$ cat src/rtl/dlfloat_host_link_if.sv
// Host-side bundle between the harness logic and dlfloat_host_link.
// Optional macro DLHL_PERF_CNT_EN adds the tx_count/rx_count outputs.
interface dlfloat_host_link_if;
    logic        op_valid;
    logic        op_ready;
    logic [15:0] op_a;
    logic [15:0] op_b;
    logic [15:0] tile_data;
    logic [7:0]  byte_in;
    logic        res_valid;
    logic [15:0] res_data;
    logic        busy;
`ifdef DLHL_PERF_CNT_EN
    logic [15:0] tx_count;
    logic [15:0] rx_count;

    modport master (
        output op_valid, op_a, op_b, byte_in,
        input  op_ready, tile_data, res_valid, res_data, busy, tx_count, rx_count
    );
    modport slave (
        input  op_valid, op_a, op_b, byte_in,
        output op_ready, tile_data, res_valid, res_data, busy, tx_count, rx_count
    );
`else
    modport master (
        output op_valid, op_a, op_b, byte_in,
        input  op_ready, tile_data, res_valid, res_data, busy
    );
    modport slave (
        input  op_valid, op_a, op_b, byte_in,
        output op_ready, tile_data, res_valid, res_data, busy
    );
`endif
endinterface

$ cat src/rtl/dlfloat_host_link.sv
// Host-side link for the DLFloat MAC tile.
// TX: operand pairs are queued in a FIFO and driven onto the tile's 16-bit
// input bus, A word in even cycles, B word in odd cycles.
// RX: the tile's alternating MSB/LSB byte stream is rebuilt into 16-bit words.
// Optional macro DLHL_PERF_CNT_EN adds wrapping tx/rx word counters.
//
// state     | meaning
// TX_IDLE   | bus driven to 0, waiting for an even cycle with a queued pair
// TX_SEND_A | head.a on the bus (even cycle)
// TX_SEND_B | head.b on the bus (odd cycle), head already popped
module dlfloat_host_link #(
    parameter int DEPTH   = 4,
    parameter int RX_SKEW = 1
) (
    input  logic               clk,
    input  logic               rst,
    dlfloat_host_link_if.slave host
);
    localparam int AW = (DEPTH > 1) ? $clog2(DEPTH) : 1;
    localparam int CW = AW + 1;
    localparam int SW = (RX_SKEW > 0) ? $clog2(RX_SKEW + 1) : 1;
    localparam logic [CW-1:0] FULL      = CW'(DEPTH);
    localparam logic [SW-1:0] SKEW_INIT = SW'(RX_SKEW);

    typedef enum logic [1:0] {TX_IDLE, TX_SEND_A, TX_SEND_B} tx_state_e;

    logic [31:0]   mem_q [DEPTH];
    logic [AW-1:0] wr_ptr_q, rd_ptr_q;
    logic [CW-1:0] count_q, count_d;
    logic          push, pop;
    logic [31:0]   head;

    tx_state_e     state_q, state_d;
    logic          tx_phase_q;
    logic [15:0]   tile_q, tile_d;

    logic [SW-1:0] skew_q;
    logic          rx_phase_q;
    logic [7:0]    msb_q;
    logic [15:0]   res_data_q;
    logic          res_valid_q;
    logic          rx_done;

    // ready is judged on the count before any same-edge pop
    assign host.op_ready = (count_q != FULL);
    assign push          = host.op_valid & host.op_ready;
    assign head          = mem_q[rd_ptr_q];

    // FIFO storage; contents are never observed while empty, so no reset
    always_ff @(posedge clk) begin
        if (push) begin
            mem_q[wr_ptr_q] <= {host.op_a, host.op_b};
        end
    end

    // FIFO occupancy after this edge's push/pop
    always_comb begin
        count_d = count_q;
        case ({push, pop})
            2'b10:   count_d = count_q + CW'(1);
            2'b01:   count_d = count_q - CW'(1);
            default: count_d = count_q;
        endcase
    end

    // FIFO pointers and count
    always_ff @(posedge clk or posedge rst) begin
        if (rst) begin
            wr_ptr_q <= '0;
            rd_ptr_q <= '0;
            count_q  <= '0;
        end else begin
            if (push) wr_ptr_q <= wr_ptr_q + AW'(1);
            if (pop)  rd_ptr_q <= rd_ptr_q + AW'(1);
            count_q <= count_d;
        end
    end

    // TX next state; SEND_A is only entered on an even-cycle edge, so SEND_B
    // always lands on an odd cycle and phase alignment holds by construction
    always_comb begin
        state_d = TX_IDLE;
        tile_d  = '0;
        pop     = 1'b0;
        case (state_q)
            TX_SEND_A: begin
                state_d = TX_SEND_B;
                tile_d  = head[15:0];
                pop     = 1'b1;
            end
            default: begin
                if (tx_phase_q && (count_q != '0)) begin
                    state_d = TX_SEND_A;
                    tile_d  = head[31:16];
                end
            end
        endcase
    end

    // TX state, phase and registered bus word
    always_ff @(posedge clk or posedge rst) begin
        if (rst) begin
            state_q    <= TX_IDLE;
            tx_phase_q <= 1'b0;
            tile_q     <= '0;
        end else begin
            state_q    <= state_d;
            tx_phase_q <= ~tx_phase_q;
            tile_q     <= tile_d;
        end
    end

    assign host.tile_data = tile_q;
    assign host.busy      = (count_q != '0) || (state_q != TX_IDLE);

    assign rx_done = (skew_q == '0) && rx_phase_q;

    // RX byte pairing after the start-up skew
    always_ff @(posedge clk or posedge rst) begin
        if (rst) begin
            skew_q      <= SKEW_INIT;
            rx_phase_q  <= 1'b0;
            msb_q       <= '0;
            res_data_q  <= '0;
            res_valid_q <= 1'b0;
        end else begin
            res_valid_q <= rx_done;
            if (skew_q != '0) begin
                skew_q <= skew_q - SW'(1);
            end else begin
                rx_phase_q <= ~rx_phase_q;
                if (!rx_phase_q) begin
                    msb_q <= host.byte_in;
                end else begin
                    res_data_q <= {msb_q, host.byte_in};
                end
            end
        end
    end

    assign host.res_valid = res_valid_q;
    assign host.res_data  = res_data_q;

`ifdef DLHL_PERF_CNT_EN
    logic [15:0] tx_count_q, rx_count_q;

    // rx_count moves on the same edge that raises res_valid
    always_ff @(posedge clk or posedge rst) begin
        if (rst) begin
            tx_count_q <= '0;
            rx_count_q <= '0;
        end else begin
            if (pop)     tx_count_q <= tx_count_q + 16'd1;
            if (rx_done) rx_count_q <= rx_count_q + 16'd1;
        end
    end

    assign host.tx_count = tx_count_q;
    assign host.rx_count = rx_count_q;
`endif
endmodule

$ cat src/flat_wrapper.sv
// flat-port wrapper written by rule: the top's interface ports become plain ports
module dlfloat_host_link_flat 
#(
    parameter int DEPTH   = 4,
    parameter int RX_SKEW = 1
)
  (clk, rst, host_op_valid, host_op_a, host_op_b, host_byte_in, host_op_ready, host_tile_data, host_res_valid, host_res_data, host_busy);
  dlfloat_host_link_if host_i ();
  input  logic clk;
  input  logic rst;
  input wire logic [$bits(host_i.op_valid)-1:0] host_op_valid;
  input wire logic [$bits(host_i.op_a)-1:0] host_op_a;
  input wire logic [$bits(host_i.op_b)-1:0] host_op_b;
  input wire logic [$bits(host_i.byte_in)-1:0] host_byte_in;
  output wire logic [$bits(host_i.op_ready)-1:0] host_op_ready;
  output wire logic [$bits(host_i.tile_data)-1:0] host_tile_data;
  output wire logic [$bits(host_i.res_valid)-1:0] host_res_valid;
  output wire logic [$bits(host_i.res_data)-1:0] host_res_data;
  output wire logic [$bits(host_i.busy)-1:0] host_busy;
  assign host_i.op_valid = host_op_valid;
  assign host_i.op_a = host_op_a;
  assign host_i.op_b = host_op_b;
  assign host_i.byte_in = host_byte_in;
  assign host_op_ready = host_i.op_ready;
  assign host_tile_data = host_i.tile_data;
  assign host_res_valid = host_i.res_valid;
  assign host_res_data = host_i.res_data;
  assign host_busy = host_i.busy;
  dlfloat_host_link #(.DEPTH(DEPTH), .RX_SKEW(RX_SKEW)) u_core (.clk(clk), .rst(rst), .host(host_i));
endmodule
$ cat config.mk
export PLATFORM = sky130hd
export DESIGN_NAME = dlfloat_host_link_flat
export DESIGN_NICKNAME = d
export VERILOG_FILES = /design/src/rtl/dlfloat_host_link_if.sv /design/src/rtl/dlfloat_host_link.sv /design/src/flat_wrapper.sv
export SDC_FILE = /design/constraint.sdc
export NUM_CORES = 1
export LEC_CHECK = 0
export ABC_AREA = 0
export CAP_MARGIN = 25
export CORE_UTILIZATION = 60
export CTS_CLUSTER_DIAMETER = 150
export CTS_CLUSTER_SIZE = 16
export DETAILED_ROUTE_END_ITERATION = 7
export PLACE_DENSITY = 0.85
export SYNTH_ARGS = -nofsm -noshare
export SYNTH_HDL_FRONTEND = slang
export SYNTH_SLANG_ARGS = --single-unit
export TNS_END_PERCENT = 50
$ cat constraint.sdc
create_clock -name clk -period 3.5 [get_ports clk]
set_clock_uncertainty 0.05 [all_clocks]
set_input_delay 0.875 -clock clk [delete_from_list [all_inputs] [get_ports clk]]
set_output_delay 0.875 -clock clk [all_outputs]
set_load 0.02 [all_outputs]
Word-level counts from Yosys, hierarchy flattened
Memory sizes are Yosys's and may differ from the RTL's.
Cells that the tools add are included.
{"block": "classes", "n_addsub": 5, "eq_ne": 4, "muxes": 9, "bitwise_logic": 4, "reduce_logical": 8}
{"op": "$mux W16", "count": 2}
{"op": "$pmux W3 S2", "count": 1}
{"op": "$mux W1", "count": 5}
{"op": "$add A2 B1 Y2 const B", "count": 2}
{"op": "$eq A2 B1 Y1 const B", "count": 2}
{"op": "$reduce_and A2 Y1", "count": 2}
{"op": "$reduce_bool A2 Y1", "count": 2}
{"op": "$add A3 B1 Y3 const B", "count": 1}
{"op": "$ne A3 B3 Y1 const B", "count": 1}
{"op": "$not A1 Y1", "count": 3}
{"op": "$reduce_bool A3 Y1", "count": 1}
{"op": "$sub A3 B1 Y3 const B", "count": 1}
{"op": "$eq A2 B2 Y1 const B", "count": 1}
{"op": "$logic_and A1 B1 Y1", "count": 2}
{"op": "$mux W2", "count": 1}
{"op": "$and A1 B1 Y1", "count": 1}
{"op": "$logic_or A1 B1 Y1", "count": 1}
{"op": "$sub A1 B1 Y1 const B", "count": 1}
{"block": "totals", "ff_bits": 53, "ram_bits": 128, "input_bits": 43, "output_inout_bits": 35, "word_cells": 42, "memories": 1}
{"memory": "u_core.mem_q", "depth": 4, "width": 32, "read_ports": 1, "rd_ports_with_merged_regs": 0, "write_ports": 1, "line_no": "dlfloat_host_link.sv:27", "source": "logic [31:0] mem_q [DEPTH];"}

Logic depth before layout (Yosys ltp)
Gate-level depths: netlist of run 1.
{"block": "depth", "word_depth": 4, "mapped_depth": 9, "ltp_nobuf": 9}

Least setup slack after synthesis of run 1
OpenSTA, ideal clock, no wires.
{"block": "synth_path", "kind": "input -> register", "start": "input port host_op_valid", "end": "memory u_core.mem_q[0][0], enable pin", "setup_time_ns": 0.392, "arrival_time_ns": 1.701, "required_ns": 3.058, "setup_slack_ns": 1.357, "path_stages": 1, "n_path_buf": 0, "cell_sequence": "and3_1"}
{"block": "synth_via", "elab_chain_cells": 3}
{"item": "start, declared", "line_no": "flat_wrapper.sv:11", "source": "input wire logic [$bits(host_i.op_valid)-1:0] host_op_valid;"}
{"item": "$and A1 B1 Y1", "line_no": "dlfloat_host_link.sv:46", "source": "assign push = host.op_valid & host.op_ready;"}
{"item": "$mux W1", "line_no": "dlfloat_host_link.sv:51", "source": "if (push) begin"}
{"item": "$mux W1 (not written as such)", "line_no": "dlfloat_host_link.sv:52", "source": "mem_q[wr_ptr_q] <= {host.op_a, host.op_b};"}
{"item": "end, declared", "line_no": "dlfloat_host_link.sv:27"}
Every way passes these cells.

Worst setup path in the final report of run 1
{"block": "layout_path", "start": "register u_core.count_q[0]", "end": "output port host_busy"}
{"block": "layout_via", "elab_chain_cells": 2}
{"item": "start, declared", "line_no": "dlfloat_host_link.sv:29", "source": "logic [CW-1:0] count_q, count_d;"}
{"item": "start signal, assigned", "line_no": "dlfloat_host_link.sv:75", "source": "count_q <= count_d;"}
{"item": "$reduce_bool A3 Y1", "line_no": "dlfloat_host_link.sv:114", "source": "assign host.busy = (count_q != '0) || (state_q != TX_IDLE);"}
{"item": "$logic_or A1 B1 Y1", "line_no": "dlfloat_host_link.sv:114"}
{"item": "end, declared", "line_no": "flat_wrapper.sv:19", "source": "output wire logic [$bits(host_i.busy)-1:0] host_busy;"}
Every way passes these cells.

==> results of run 1 <==
worst paths after layout:
| check | cells past startpoint | startpoint | slack (ns) | to |
|---|---|---|---|---|
| worst max-delay path | 3 | u_core.count_q[0] | 0.40 | host_busy |
| min in group asynchronous | 2 | rst | 0.67 | u_core.state_q[1] |
| max in group asynchronous | 3 | rst | 2.07 | u_core.skew_q |
| worst max register to register | 9 | u_core.count_q[0] | 1.20 | u_core.count_q[2] |
| worst min register to register | 1 | u_core.tx_phase_q | 0.37 | u_core.tx_phase_q |
| worst min-delay path | 1 | u_core.tx_phase_q | 0.37 | u_core.tx_phase_q |
cells in the mapped netlist, types with 2 or more instances:
library cell  instances  area [µm²]
buf_12                2        40.0
mux4_2               17         383
inv_1                 9        33.8
nor2_1                2        7.51
buf_6                 2        22.5
or3_1                 2        12.5
a22o_1               16         140
ha_1                  5        62.6
mux2_2               24         270
and3_1                4        25.0
mux4_1               15         394
buf_2                 7        35.0
dfrtp_1              52        1300
xor2_1                3        26.3
edfxtp_1            128        3840
xnor2_1               4        35.0
sequential cells by signal, indices dropped and copies added (netlist names):
| name | count |
|---|---|
| u_core.host.tile_data | 16 |
| u_core.tx_phase_q | 1 |
| u_core.msb_q | 8 |
| u_core.mem_q | 128 |
| u_core.rd_ptr_q | 2 |
| u_core.skew_q | 1 |
| u_core.state_q | 2 |
| u_core.host.res_data | 16 |
| u_core.count_q | 3 |
| u_core.rx_phase_q | 1 |
| u_core.wr_ptr_q | 2 |
| u_core.host.res_valid | 1 |
worst max-delay path: cells and delay by family, from the launching register on:
kind                   cells  cell delay, ns
AND/OR/NAND/NOR            2            0.70
buffers and inverters      1            0.54
flip-flops                 1            0.42
logic make-up (layout without fill, tap and decap cells):
| logic type | Yosys count | count (layout) | share of synthesized area (%) |
|---|---|---|---|
| AND/OR/NAND/NOR | 14 | 14 | 1.39 |
| adder cells (fa/ha/maj) | 6 | 6 | 1.22 |
| other | 1 | 1 | 0.0554 |
| AO/OA/AOI/OAI | 16 | 16 | 2.07 |
| buffers and inverters | 22 | 129 | 2.11 |
| multiplexers | 58 | 58 | 15.8 |
| XOR/XNOR | 7 | 7 | 0.906 |
| flip-flops | 181 | 181 | 76.5 |
layer usage:
layer  vias up  share of wire (%)  global-route usage (%)
li1       1408                  -                       -
met1      1637                 41                    27.7
met2       122                 52                    38.7
met3        16                5.0                    5.06
met4         0                1.5                    8.90
met5         -                  0                       0
placed cells by master, fill, tap and decap left out, drive strengths merged:
master,count
dfrtp,52
dfstp,1
mux4,32
and2,1
mux2i,1
nor3b,1
conb,1
xor2,3
xnor2,4
mux2,25
clkbuf,23
a22o,16
clkinv,5
inv,12
or3,2
ha,5
nor2,2
clkinvlp,1
nand2,1
nand2b,1
nor2b,1
buf,11
and3,4
edfxtp,128
fa,1
clkdlybuf4s50,77
or3b,1
where the power goes:
part	internal [W]	switching [W]	total, W
logic	0.00109	0.000983	0.00207
registers	0.00293	0.000285	0.00322
clock network	0.00102	0.000756	0.00178
metrics by stage:
step           util, %  worst slack (ns)  instance area [µm²]  total power (W)
3_5_place_dp      70.6             0.737                 7690          0.00532
4_1_cts           75.9             0.363                 8260          0.00714
2_1_floorplan        -              1.29                 6760          0.00457
5_1_grt           75.9             0.315                 8260          0.00737
3_3_place_gp      70.6             0.837                 7690          0.00522
6_report          75.9             0.399                 8260          0.00707
final cells by class:
type	count	area, µm²	share of cell area, %
flip-flops and latches	181	5170	62.6
multi-input cells	102	1460	17.6
repair buffers	88	853	10.3
clock buffers	23	512	6.19
well taps	140	175	2.12
clock inverters	9	62.6	0.757
inverters	9	33.8	0.409
==> results.sh, run 1 <==
export IMPL_drive_gt1_share_pct=22.3
export IMPL_clockRootBuffer="clkbuf_8"
export IMPL_drtAntennaViolNets=0
export IMPL_grt_pass1_wl_mm=18.4
export IMPL_antenna_found_initial=0
export IMPL_hold_class="flip-flop to flip-flop"
export IMPL_crit_slowest_cell="clkdlybuf4s50_1"
export IMPL_drc=0
export IMPL_synth_edf_count=128
export IMPL_startpoint_type="flip-flop"
export IMPL_cts_repair_resized=0
export IMPL_coreArea_um2=10900
export IMPL_synth_seq_cells=181
export IMPL_worst_setup_path_type="flip-flop to output pin"
export IMPL_vias_per_cell=5.77
export IMPL_finalHoldWorstSlack_ns=0.369
export IMPL_finalSetupTns_ns=0
export IMPL_synth_async_reset_ratio_pct=29.3
export IMPL_ys_types=29
export IMPL_fmax_ghz=0.322
export IMPL_final_nets=448
export IMPL_gr_total_overflow=0
export IMPL_dp_cells=520
export IMPL_wl_per_cell_um=21.1
export IMPL_critPathArrivalTime_ns=2.18
export IMPL_critPathRequiredTime_ns=2.57
export IMPL_postCtsSetupBuffers=0
export IMPL_p_per_area_nw_per_um2=856
export IMPL_finalSetupViolations=0
export IMPL_grt_max_degree=33
export IMPL_yosysSeqAreaShare_pct=76.5
export IMPL_drt_iter0_drc=228
export IMPL_routabilityCongestion=0.714
export IMPL_syn_nets=354
export IMPL_clk_latency_ns=0.52
export IMPL_grt_usage_pct=22.4
export IMPL_die_h_um=108
export IMPL_instances_no_fill=552
export IMPL_diodes=0
export IMPL_synth_cells=305
export IMPL_dieArea_um2=11700
export IMPL_wl_mm=11.6
export IMPL_io_buffers=77
export IMPL_num_vias=3183
export IMPL_syn_avg_cell_area_um2=22.2
export IMPL_synthFlopType="edfxtp_1"
export IMPL_slew_violations=0
export IMPL_rsz0062_at_grt="false"
export IMPL_crit_fanout=4
export IMPL_max_slew_margin_pct=47.0
export IMPL_first_pass_iters=7
export IMPL_grt_pass1_vias=3483
export IMPL_hold_viol=0
export IMPL_status="complete, no violations"
export IMPL_syn_to_final_growth_pct=22.2
export IMPL_drv_cap=0
export IMPL_timing_final_crit_share_pct=88.6
export IMPL_crit_chain="or3_1 > or3_1 > clkdlybuf4s50_1"
export IMPL_yosys_warnings=0
export IMPL_dieWidth_um=108
export IMPL_p_leak_nw=3.07
export IMPL_htreeDepth=4
export IMPL_start_util_pct=62.1
export IMPL_cts_hold_buf=0
export IMPL_critPathMostFrequentCell="or3_1"
export IMPL_cts_tree="built"
export IMPL_end_kind="output pin"
export IMPL_fin_crit_ns=3.10
export IMPL_rows=38
export IMPL_cts_sinks=181
export IMPL_ioPinCount=78
export IMPL_tightest_slew_ns=0.794
export IMPL_syn_area_um2=6760
export IMPL_cts_clk_slew_worst_paths_ns=0.07
export IMPL_dp_hpwl_mm=6.80
export IMPL_ir_worst_vdd_v=0.000456
export IMPL_critPathMaxStageDelay_ns=0.54
export IMPL_fillers=598
export IMPL_numCtsBuffers=17
export IMPL_clockBufferDepth=2
Power figures use the tool's default switching activity.
==> run 2, diff against run 1 <==
--- a/config.mk
+++ b/config.mk
@@ -9,7 +9,6 @@
 export CAP_MARGIN = 25
 export CORE_UTILIZATION = 60
 export CTS_CLUSTER_DIAMETER = 150
-export CTS_CLUSTER_SIZE = 16
 export DETAILED_ROUTE_END_ITERATION = 7
 export PLACE_DENSITY = 0.85
 export SYNTH_ARGS = -nofsm -noshare
==> results of run 2 <==
Same layout as run 1: the final DEF is identical, and so are final timing and power.
